===== src/rtl/mips_mc_controller_hs.sv =====
// Multi-cycle MIPS control FSM with memory ready handshake, wait-state timeout,
// illegal-opcode trap and retired counter. Define MC_BNE_EN to decode opcode 000101 as BNE.
module mips_mc_controller_hs #(
    parameter int TO_W   = 4,
    parameter int TO_MAX = 15,
    parameter int CNT_W  = 32
) (
    input  logic             clk,
    input  logic             rst,
    input  logic [5:0]       opcode,
    input  logic             zero,
    input  logic             mem_ready,
    output logic             pc_write,
    output logic             pc_write_cond,
    output logic [1:0]       pc_src,
    output logic             IorD,
    output logic             ir_write,
    output logic             alu_src_a,
    output logic             mem_read,
    output logic             mem_write,
    output logic             mem_to_reg,
    output logic             reg_write,
    output logic [1:0]       alu_src_b,
    output logic [1:0]       reg_dst,
    output logic [1:0]       alu_op,
    output logic             pc_load,
    output logic             instr_done,
    output logic             illegal,
    output logic             timeout,
    output logic [CNT_W-1:0] retired
);

    typedef enum logic [3:0] {
        S_FETCH, S_DECODE, S_MEMADR, S_MEMRD, S_MEMWB, S_MEMWR, S_REXE, S_RWB,
        S_BEQ, S_JMP, S_JAL, S_JR, S_IEXE, S_IWB, S_TRAP, S_HALT
    } state_t;

    localparam logic [TO_W-1:0] TO_MAX_C = TO_W'(TO_MAX);

    state_t             r_state_reg;
    state_t             w_state_next;
    logic [TO_W-1:0]    r_wait_cnt_reg;
    logic [CNT_W-1:0]   r_retired_reg;
    logic               r_illegal_reg;
    logic               r_timeout_reg;
    logic               r_is_slt_reg;
    logic               r_is_store_reg;

    logic               w_pc_write;
    logic               w_pc_write_cond;
    logic [1:0]         w_pc_src;
    logic               w_iord;
    logic               w_ir_write;
    logic               w_alu_src_a;
    logic               w_mem_read;
    logic               w_mem_write;
    logic               w_mem_to_reg;
    logic               w_reg_write;
    logic [1:0]         w_alu_src_b;
    logic [1:0]         w_reg_dst;
    logic [1:0]         w_alu_op;
    logic               w_instr_done;
    logic               w_mem_state;
    logic               w_timeout_set;
    logic               w_branch_taken;

`ifdef MC_BNE_EN
    logic               r_bne_reg;
    assign w_branch_taken = r_bne_reg ? ~zero : zero;
`else
    assign w_branch_taken = zero;
`endif

    always_comb begin
        w_state_next    = r_state_reg;
        w_pc_write      = 1'b0;
        w_pc_write_cond = 1'b0;
        w_pc_src        = 2'b00;
        w_iord          = 1'b0;
        w_ir_write      = 1'b0;
        w_alu_src_a     = 1'b0;
        w_mem_read      = 1'b0;
        w_mem_write     = 1'b0;
        w_mem_to_reg    = 1'b0;
        w_reg_write     = 1'b0;
        w_alu_src_b     = 2'b00;
        w_reg_dst       = 2'b00;
        w_alu_op        = 2'b00;
        w_instr_done    = 1'b0;
        w_mem_state     = 1'b0;
        w_timeout_set   = 1'b0;

        case (r_state_reg)
            S_FETCH: begin
                w_mem_state = 1'b1;
                w_mem_read  = 1'b1;
                w_alu_src_b = 2'b01;
                if (mem_ready) begin
                    w_ir_write   = 1'b1;
                    w_pc_write   = 1'b1;
                    w_state_next = S_DECODE;
                end
            end
            S_DECODE: begin
                w_alu_src_b = 2'b11;
                case (opcode)
                    6'b000000: w_state_next = S_REXE;
                    6'b000100: w_state_next = S_BEQ;
`ifdef MC_BNE_EN
                    6'b000101: w_state_next = S_BEQ;
`endif
                    6'b000010: w_state_next = S_JMP;
                    6'b000011: w_state_next = S_JAL;
                    6'b000110: w_state_next = S_JR;
                    6'b001001: w_state_next = S_IEXE;
                    6'b001010: w_state_next = S_IEXE;
                    6'b100011: w_state_next = S_MEMADR;
                    6'b101011: w_state_next = S_MEMADR;
                    default:   w_state_next = S_TRAP;
                endcase
            end
            S_MEMADR: begin
                w_alu_src_a  = 1'b1;
                w_alu_src_b  = 2'b10;
                w_state_next = r_is_store_reg ? S_MEMWR : S_MEMRD;
            end
            S_MEMRD: begin
                w_mem_state = 1'b1;
                w_iord      = 1'b1;
                w_mem_read  = 1'b1;
                if (mem_ready) begin
                    w_state_next = S_MEMWB;
                end
            end
            S_MEMWB: begin
                w_reg_write  = 1'b1;
                w_mem_to_reg = 1'b1;
                w_instr_done = 1'b1;
                w_state_next = S_FETCH;
            end
            S_MEMWR: begin
                w_mem_state = 1'b1;
                w_iord      = 1'b1;
                w_mem_write = 1'b1;
                if (mem_ready) begin
                    w_instr_done = 1'b1;
                    w_state_next = S_FETCH;
                end
            end
            S_REXE: begin
                w_alu_src_a  = 1'b1;
                w_alu_op     = 2'b10;
                w_state_next = S_RWB;
            end
            S_RWB: begin
                w_reg_dst    = 2'b01;
                w_reg_write  = 1'b1;
                w_instr_done = 1'b1;
                w_state_next = S_FETCH;
            end
            S_BEQ: begin
                w_alu_src_a     = 1'b1;
                w_alu_op        = 2'b01;
                w_pc_write_cond = 1'b1;
                w_pc_src        = 2'b10;
                w_instr_done    = 1'b1;
                w_state_next    = S_FETCH;
            end
            S_JMP: begin
                w_pc_write   = 1'b1;
                w_pc_src     = 2'b01;
                w_instr_done = 1'b1;
                w_state_next = S_FETCH;
            end
            S_JAL: begin
                w_reg_dst    = 2'b10;
                w_reg_write  = 1'b1;
                w_state_next = S_JMP;
            end
            S_JR: begin
                w_pc_write   = 1'b1;
                w_pc_src     = 2'b11;
                w_instr_done = 1'b1;
                w_state_next = S_FETCH;
            end
            S_IEXE: begin
                w_alu_src_a  = 1'b1;
                w_alu_src_b  = 2'b10;
                w_alu_op     = r_is_slt_reg ? 2'b11 : 2'b00;
                w_state_next = S_IWB;
            end
            S_IWB: begin
                w_reg_dst    = 2'b00;
                w_reg_write  = 1'b1;
                w_instr_done = 1'b1;
                w_state_next = S_FETCH;
            end
            S_TRAP:  w_state_next = S_HALT;
            S_HALT:  w_state_next = S_HALT;
            default: w_state_next = S_HALT;
        endcase

        // Counter already at the limit and memory still not ready: give up.
        if (w_mem_state && !mem_ready && (r_wait_cnt_reg == TO_MAX_C)) begin
            w_timeout_set = 1'b1;
            w_state_next  = S_HALT;
        end
    end

    always_ff @(posedge clk) begin
        if (rst) begin
            r_state_reg    <= S_FETCH;
            r_wait_cnt_reg <= '0;
            r_retired_reg  <= '0;
            r_illegal_reg  <= 1'b0;
            r_timeout_reg  <= 1'b0;
            r_is_slt_reg   <= 1'b0;
            r_is_store_reg <= 1'b0;
`ifdef MC_BNE_EN
            r_bne_reg      <= 1'b0;
`endif
        end else begin
            r_state_reg <= w_state_next;
            // Any state change clears the counter, which covers entry into every memory state.
            if (w_state_next != r_state_reg) begin
                r_wait_cnt_reg <= '0;
            end else if (w_mem_state && !mem_ready) begin
                r_wait_cnt_reg <= r_wait_cnt_reg + TO_W'(1);
            end
            if (w_instr_done) begin
                r_retired_reg <= r_retired_reg + CNT_W'(1);
            end
            if (r_state_reg == S_TRAP) begin
                r_illegal_reg <= 1'b1;
            end
            if (w_timeout_set) begin
                r_timeout_reg <= 1'b1;
            end
            if (r_state_reg == S_DECODE) begin
                r_is_slt_reg   <= (opcode == 6'b001010);
                r_is_store_reg <= (opcode == 6'b101011);
`ifdef MC_BNE_EN
                r_bne_reg      <= (opcode == 6'b000101);
`endif
            end
        end
    end

    // Strobes are forced low during any reset cycle, including a mid-instruction reset.
    assign pc_write      = w_pc_write & ~rst;
    assign pc_write_cond = w_pc_write_cond & ~rst;
    assign pc_src        = rst ? 2'b00 : w_pc_src;
    assign IorD          = w_iord & ~rst;
    assign ir_write      = w_ir_write & ~rst;
    assign alu_src_a     = w_alu_src_a & ~rst;
    assign mem_read      = w_mem_read & ~rst;
    assign mem_write     = w_mem_write & ~rst;
    assign mem_to_reg    = w_mem_to_reg & ~rst;
    assign reg_write     = w_reg_write & ~rst;
    assign alu_src_b     = rst ? 2'b00 : w_alu_src_b;
    assign reg_dst       = rst ? 2'b00 : w_reg_dst;
    assign alu_op        = rst ? 2'b00 : w_alu_op;
    assign pc_load       = (w_pc_write | (w_pc_write_cond & w_branch_taken)) & ~rst;
    assign instr_done    = w_instr_done & ~rst;
    assign illegal       = r_illegal_reg;
    assign timeout       = r_timeout_reg;
    assign retired       = r_retired_reg;

endmodule


===== config.mk =====
export PLATFORM = sky130hd
export DESIGN_NAME = mips_mc_controller_hs
export DESIGN_NICKNAME = d
export VERILOG_FILES = /design/src/rtl/mips_mc_controller_hs.sv
export SDC_FILE = /design/constraint.sdc
export NUM_CORES = 1
export LEC_CHECK = 0
export CAP_MARGIN = 20
export CORE_ASPECT_RATIO = 0.7
export CORE_UTILIZATION = 31
export DETAILED_ROUTE_END_ITERATION = 8
export PLACE_DENSITY_LB_ADDON = 0.08
export SYNTH_ARGS = -nofsm -noshare
export SYNTH_HDL_FRONTEND = slang
export SYNTH_SLANG_ARGS = --single-unit

===== constraint.sdc =====
create_clock -name clk -period 1.83 [get_ports clk]
set_clock_uncertainty 0.05 [all_clocks]
set_input_delay 0.183 -clock clk [delete_from_list [all_inputs] [get_ports clk]]
set_output_delay 0.183 -clock clk [all_outputs]
set_load 0.01 [all_outputs]

* After elaboration in Yosys (flattened, before gate mapping)
Cells that the tools add are included.
** Word-level totals
- Bits in read-only memories :: 0
- Word-level logic and storage cells :: 94
- Bits in writable memories :: 0
- Latch bits :: 0
- Register bits :: 44
- Bits of input ports :: 10
- Memories :: 0
** Cells by class
- Multipliers :: 0
- $lt $le $gt $ge :: 0
- Reduce and logical (&&, ||, !) cells :: 17
- Eq/ne operators :: 25
- Mux-type cells :: 29
- Div/mod/pow operators :: 0
- Shift-type cells :: 0
- Bitwise logic cells :: 14
- Add/sub/neg operators :: 2
** Operators by type and width (number)
- one-hot mux 4 bit (10 select lines) :: 1
- equality test 4 bit (second input constant) :: 9
- adder 32 x 1 -> 32 bit (second input constant) :: 1
- one-hot mux 4 bit (7 select lines) :: 1
- one-hot mux 2 bit (3 select lines) :: 3
- equality test 4 x 3 -> 1 bit (second input constant) :: 4
- two-way mux 4 bit :: 4
- OR reduction 2 bit :: 8
- AND 1 bit :: 12
- equality test 6 x 2 -> 1 bit (second input constant) :: 2
- equality test 6 x 3 -> 1 bit (second input constant) :: 2
- equality test 6 x 4 -> 1 bit (second input constant) :: 2
- equality test 6 bit (second input constant) :: 2
- two-way mux 1 bit :: 11
- two-way mux 2 bit :: 5
- equality test 4 x 2 -> 1 bit (second input constant) :: 2
- OR reduction 4 bit :: 2
- zero test 6 bit :: 1
- OR reduction 6 bit :: 1
- adder 4 x 1 -> 4 bit (second input constant) :: 1
- equality test 4 x 1 -> 1 bit (second input constant) :: 1
- zero test 4 bit :: 1
- inequality test 4 bit :: 1
- one-hot mux 1 bit (2 select lines) :: 2
- 7 further kinds :: 8

* Depth between registers and ports, before layout
Gate-level depths: netlist of the first run.
- Depth in word-level cells :: 8
- Depth in mapped cells :: 8
- Mapped depth without buffers :: 6

* Worst setup path before layout of the first run
OpenSTA, ideal clock, no wires.
- Path kind :: reg2out
- Start :: reg r_state_reg[1]
- End :: out alu_op[1]
- Data required time :: 1.597 ns
- Data arrival time :: 1.778 ns
- Slack :: -0.181 ns
- Buffers on the path :: 3
- Stages on the path, launching flop included :: 6
- Cell sequence :: dfxtp_1 > buf_2 > clkbuf_1 > clkbuf_1 > nand2_1 > a2111oi_0
** On the way
- Longest elaborated chain between the ends :: 3
** RTL lines
- start, declared :: line 40 : state_t r_state_reg;
- start signal, assigned :: line 223 : r_state_reg <= w_state_next;
- equality test 4 bit or equality test 4 x 3 -> 1 bit (tied branches) :: line 93 : case (r_state_reg)
- one-hot mux 2 bit (3 select lines) * :: line 93
- two-way mux 2 bit * :: line 262 : assign alu_op = rst ? 2'b00 : w_alu_op;
- end, declared :: line 25 : output logic [1:0] alu_op,
Every way passes the cells marked *; elsewhere a longest branch is shown, timed or not.

* Worst setup path in the final report of the first run
- Start :: reg r_state_reg[3]
- End :: reg r_wait_cnt_reg[1]
** On the way
- Longest elaborated chain between the ends :: 8
** RTL lines
- branches (longest 8 deep; another with one-hot mux 4 bit (10 select lines))
- end signal, assigned :: line 228 : r_wait_cnt_reg <= r_wait_cnt_reg + TO_W'(1);
- end, declared :: line 42 : logic [TO_W-1:0] r_wait_cnt_reg;
Parallel ways; which one is timed is not known.
A chain may end at the register's enable or synchronous reset.

==> flow_summary.toml, run 1 <==
[run_status]
status = "finished with violations"
violations = "DRC, setup timing"

[pwr]
vdd_drop_max_mv = 0.394
total_power_mw = 3.96
power.leakage_nw = 1.76
p_per_area_nw_per_um2 = 878

[setup_path]
worstPathMaxFanout = 7
r2r_cells = 7
reg2reg_slack_ps = -230
worstPathArrival_ps = 2220
critPathRequiredTime_ps = 1990
r2r_start = "r_state_reg[3]$_SDFF_PP0_"
critPathCaptureType = "flip-flop"
crit_path_start_kind = "flip-flop"
critical_path_class = "flip-flop to flip-flop"
timing.rr.end = "r_wait_cnt_reg[1]$_SDFFE_PP0P_"
critPathLaunch = "r_state_reg[3]$_SDFF_PP0_"

[global_routing]
grtUsageTotal = 0.198
antenna_found_initial = 0
grt_pass1_vias = 2575
grt-ovfl-total = 0
grt_pass1_wl_um = 13300
grt_max_degree = 21

[floorplan]
ios = 63
die_y_um = 78.3
core_um2 = 7970
dieWidth_um = 111
rows = 27
dieArea_um2 = 8690
start_util = 0.323

[routing]
drt_pass1_iterations = 6
drtIter0Drc = 191
drt_wl_total_um = 8710
met2_wirelength_um = 3460
wire_per_inst_um = 15.3
wl_met3_um = 501
vias_per_cell = 5.03
drc = 7
antenna_left = 0
drt-met1-wl_um = 4620
highest_layer = "met4"
vias = 2868

[yosys]
synth_edf_count = 0
syn_inst = 326
async_flop_share = 0
synth_cell_types = 60
synth_area_leaders = "dfxtp_1 (34%), xor2_1 (9.2%), nor2_1 (8.2%)"
yosys_register_bits = 44
synthesis.nets = 338
ys_warn_count = 0
yosysSeqAreaShare = 0.342
synth.cell_area_um2 = 2580
synth_area_per_cell_um2 = 7.91
synthFlopType = "dfxtp_1"
yosys.area.top_type = "dfxtp_1"
synth_top_area_frac = 0.342

[timing]
period_share = 1.12
holdWs_ps = 260
setup_viol = 18
relSlewSlack = 0.720
fin_setup_tns_ps = -1510
final_max_slew_viol_count = 0
fin_crit_ps = 2060
tightest_slew_ps = 420
hold_viol = 0
postLayoutSetupSlackWorst_ps = -226
clock.fmax_mhz = 486
rsz0062_at_grt = "yes"

[flow_run]
cap_violations = 0

[hold_path]
min-delay-start = "rst"
hold_end = "retired[26]$_SDFFE_PP0P_"
whs_path_depth = 3
min_path_type = "input pin to flip-flop"

[layout]
largest_register_ffs = 32
syn_to_final_growth_pct = 74.8
fin_area_um2 = 4510
num_antenna_cells = 0
instances_no_fill = 570
drive_gt1_frac = 0.422
nNetsFinal = 480

[clock_network]
cts_buffer_depth = 2
cts_tree = "built"
path_clk_slew_ps = 70
cts.sinks = 44
cts.htree.levels = 2
cts_buffers = 5
root_buffer = "clkbuf_16"
clkLatencyLatePin_ps = 290

[place]
gp_congestion = 0.813
dp_hpwl_um = 5760
portBuffers = 62
place_inst = 548
placed_cell_area_um2 = 3870
==> area by class of cell <==
type                       count  area [µm²]
tap                          101         126
sequential                    44         905
clock buffer                   6         139
inverter                       7        26.3
fill                         725        3460
timing repair buffer         158        1350
clock inverter                 2        38.8
multi-input combinational    252        1920
==> layer usage <==
metal / vias to the layer above / global-route usage
met5: - / 0
met4: 0 / 0.0649
met3: 9 / 0.0494
met2: 75 / 0.261
met1: 1341 / 0.304
li1: 1443 / -
==> worst max-delay path by stage <==
stage,end,slack (ps),cells after the start
after floorplan,retired[13]$_SDFFE_PP0P_,-5,6
after global placement,retired[31]$_SDFFE_PP0P_,-440,8
after detailed placement,r_wait_cnt_reg[0]$_SDFFE_PP0P_,-490,8
after CTS,r_wait_cnt_reg[1]$_SDFFE_PP0P_,-180,7
after global routing,r_wait_cnt_reg[1]$_SDFFE_PP0P_,-260,7
final,r_wait_cnt_reg[1]$_SDFFE_PP0P_,-230,7
==> cell usage in the layout, fill, tap and decap left out, drive strengths merged, types with 3 or more instances in the layout <==
cell type / netlist / final
a21oi: 12 / 12
nand3: 16 / 16
nand2b: 7 / 7
xor2: 28 / 28
or3: 3 / 3
nand4: 12 / 12
clkdlybuf4s50: 0 / 41
nor4: 8 / 8
clkbuf: 10 / 11
o21ai: 7 / 7
nor3: 12 / 12
and4: 5 / 5
inv: 7 / 7
a2111oi: 3 / 3
and3: 7 / 7
buf: 13 / 105
dfxtp: 44 / 44
xnor2: 6 / 6
dlygate4sd2: 0 / 3
clkdlybuf4s15: 0 / 3
nor2: 56 / 56
nand2: 26 / 26
==> where the power goes <==
group	internal (mW)	switching [mW]
logic	0.909	0.871
clock network	0.685	0.413
registers	1.01	0.0734
==> metrics by stage <==
stage,setup slack [ps],utilization
6_report,-226,0.565
5_1_grt,-265,0.565
4_1_cts,-180,0.524
3_5_place_dp,-487,0.485
3_3_place_gp,-439,0.485
2_1_floorplan,-5.19,-
==> timing repair <==
item                       in CTS  in global routing
hold buffers                    0                  0
cloned                          1                  0
pin swaps                      15                 41
setup endpoints to repair      60                 52
setup buffers                   4                 13
resized for setup              90                 77
==> cells in the mapped netlist, types with 8 or more instances <==
library cell and number:
nand4_1 12, dfxtp_1 44, nor2_1 56, nor3_1 12, xor2_1 27, nand2_1 26
clkbuf_1 10, a21oi_1 11, nand3_1 16, buf_2 8
==> cell families (layout without fill, tap and decap cells) <==
group,count (synthesis),count (layout),synth area share
flops,44,44,0.342
simple gates,169,169,0.342
compound gates,44,44,0.123
fa+ha+maj,2,2,0.00970
buf+inv,30,173,0.0534
mux,3,3,0.0121
xor+xnor,34,34,0.118
==> worst max-delay path, stage by stage (launching register included) <==
cell	delay, ps
dfxtp_4	350
buf_6	130
or4b_4	500
o22ai_4	210
and3_4	270
o31a_1	210
o22ai_4	110
nor3_1	150
Note: power is estimated with default switching activity, not from simulation.
==> inputs of run 2 (changes only) <==
--- a/config.mk
+++ b/config.mk
@@ -8,6 +8,7 @@
 export CAP_MARGIN = 20
 export CORE_ASPECT_RATIO = 0.7
 export CORE_UTILIZATION = 31
+export CTS_CLUSTER_DIAMETER = 80
 export DETAILED_ROUTE_END_ITERATION = 8
 export PLACE_DENSITY_LB_ADDON = 0.08
 export SYNTH_ARGS = -nofsm -noshare
==> results of run 2 <==
The final DEF is identical to that of run 1; final timing and power are the same.
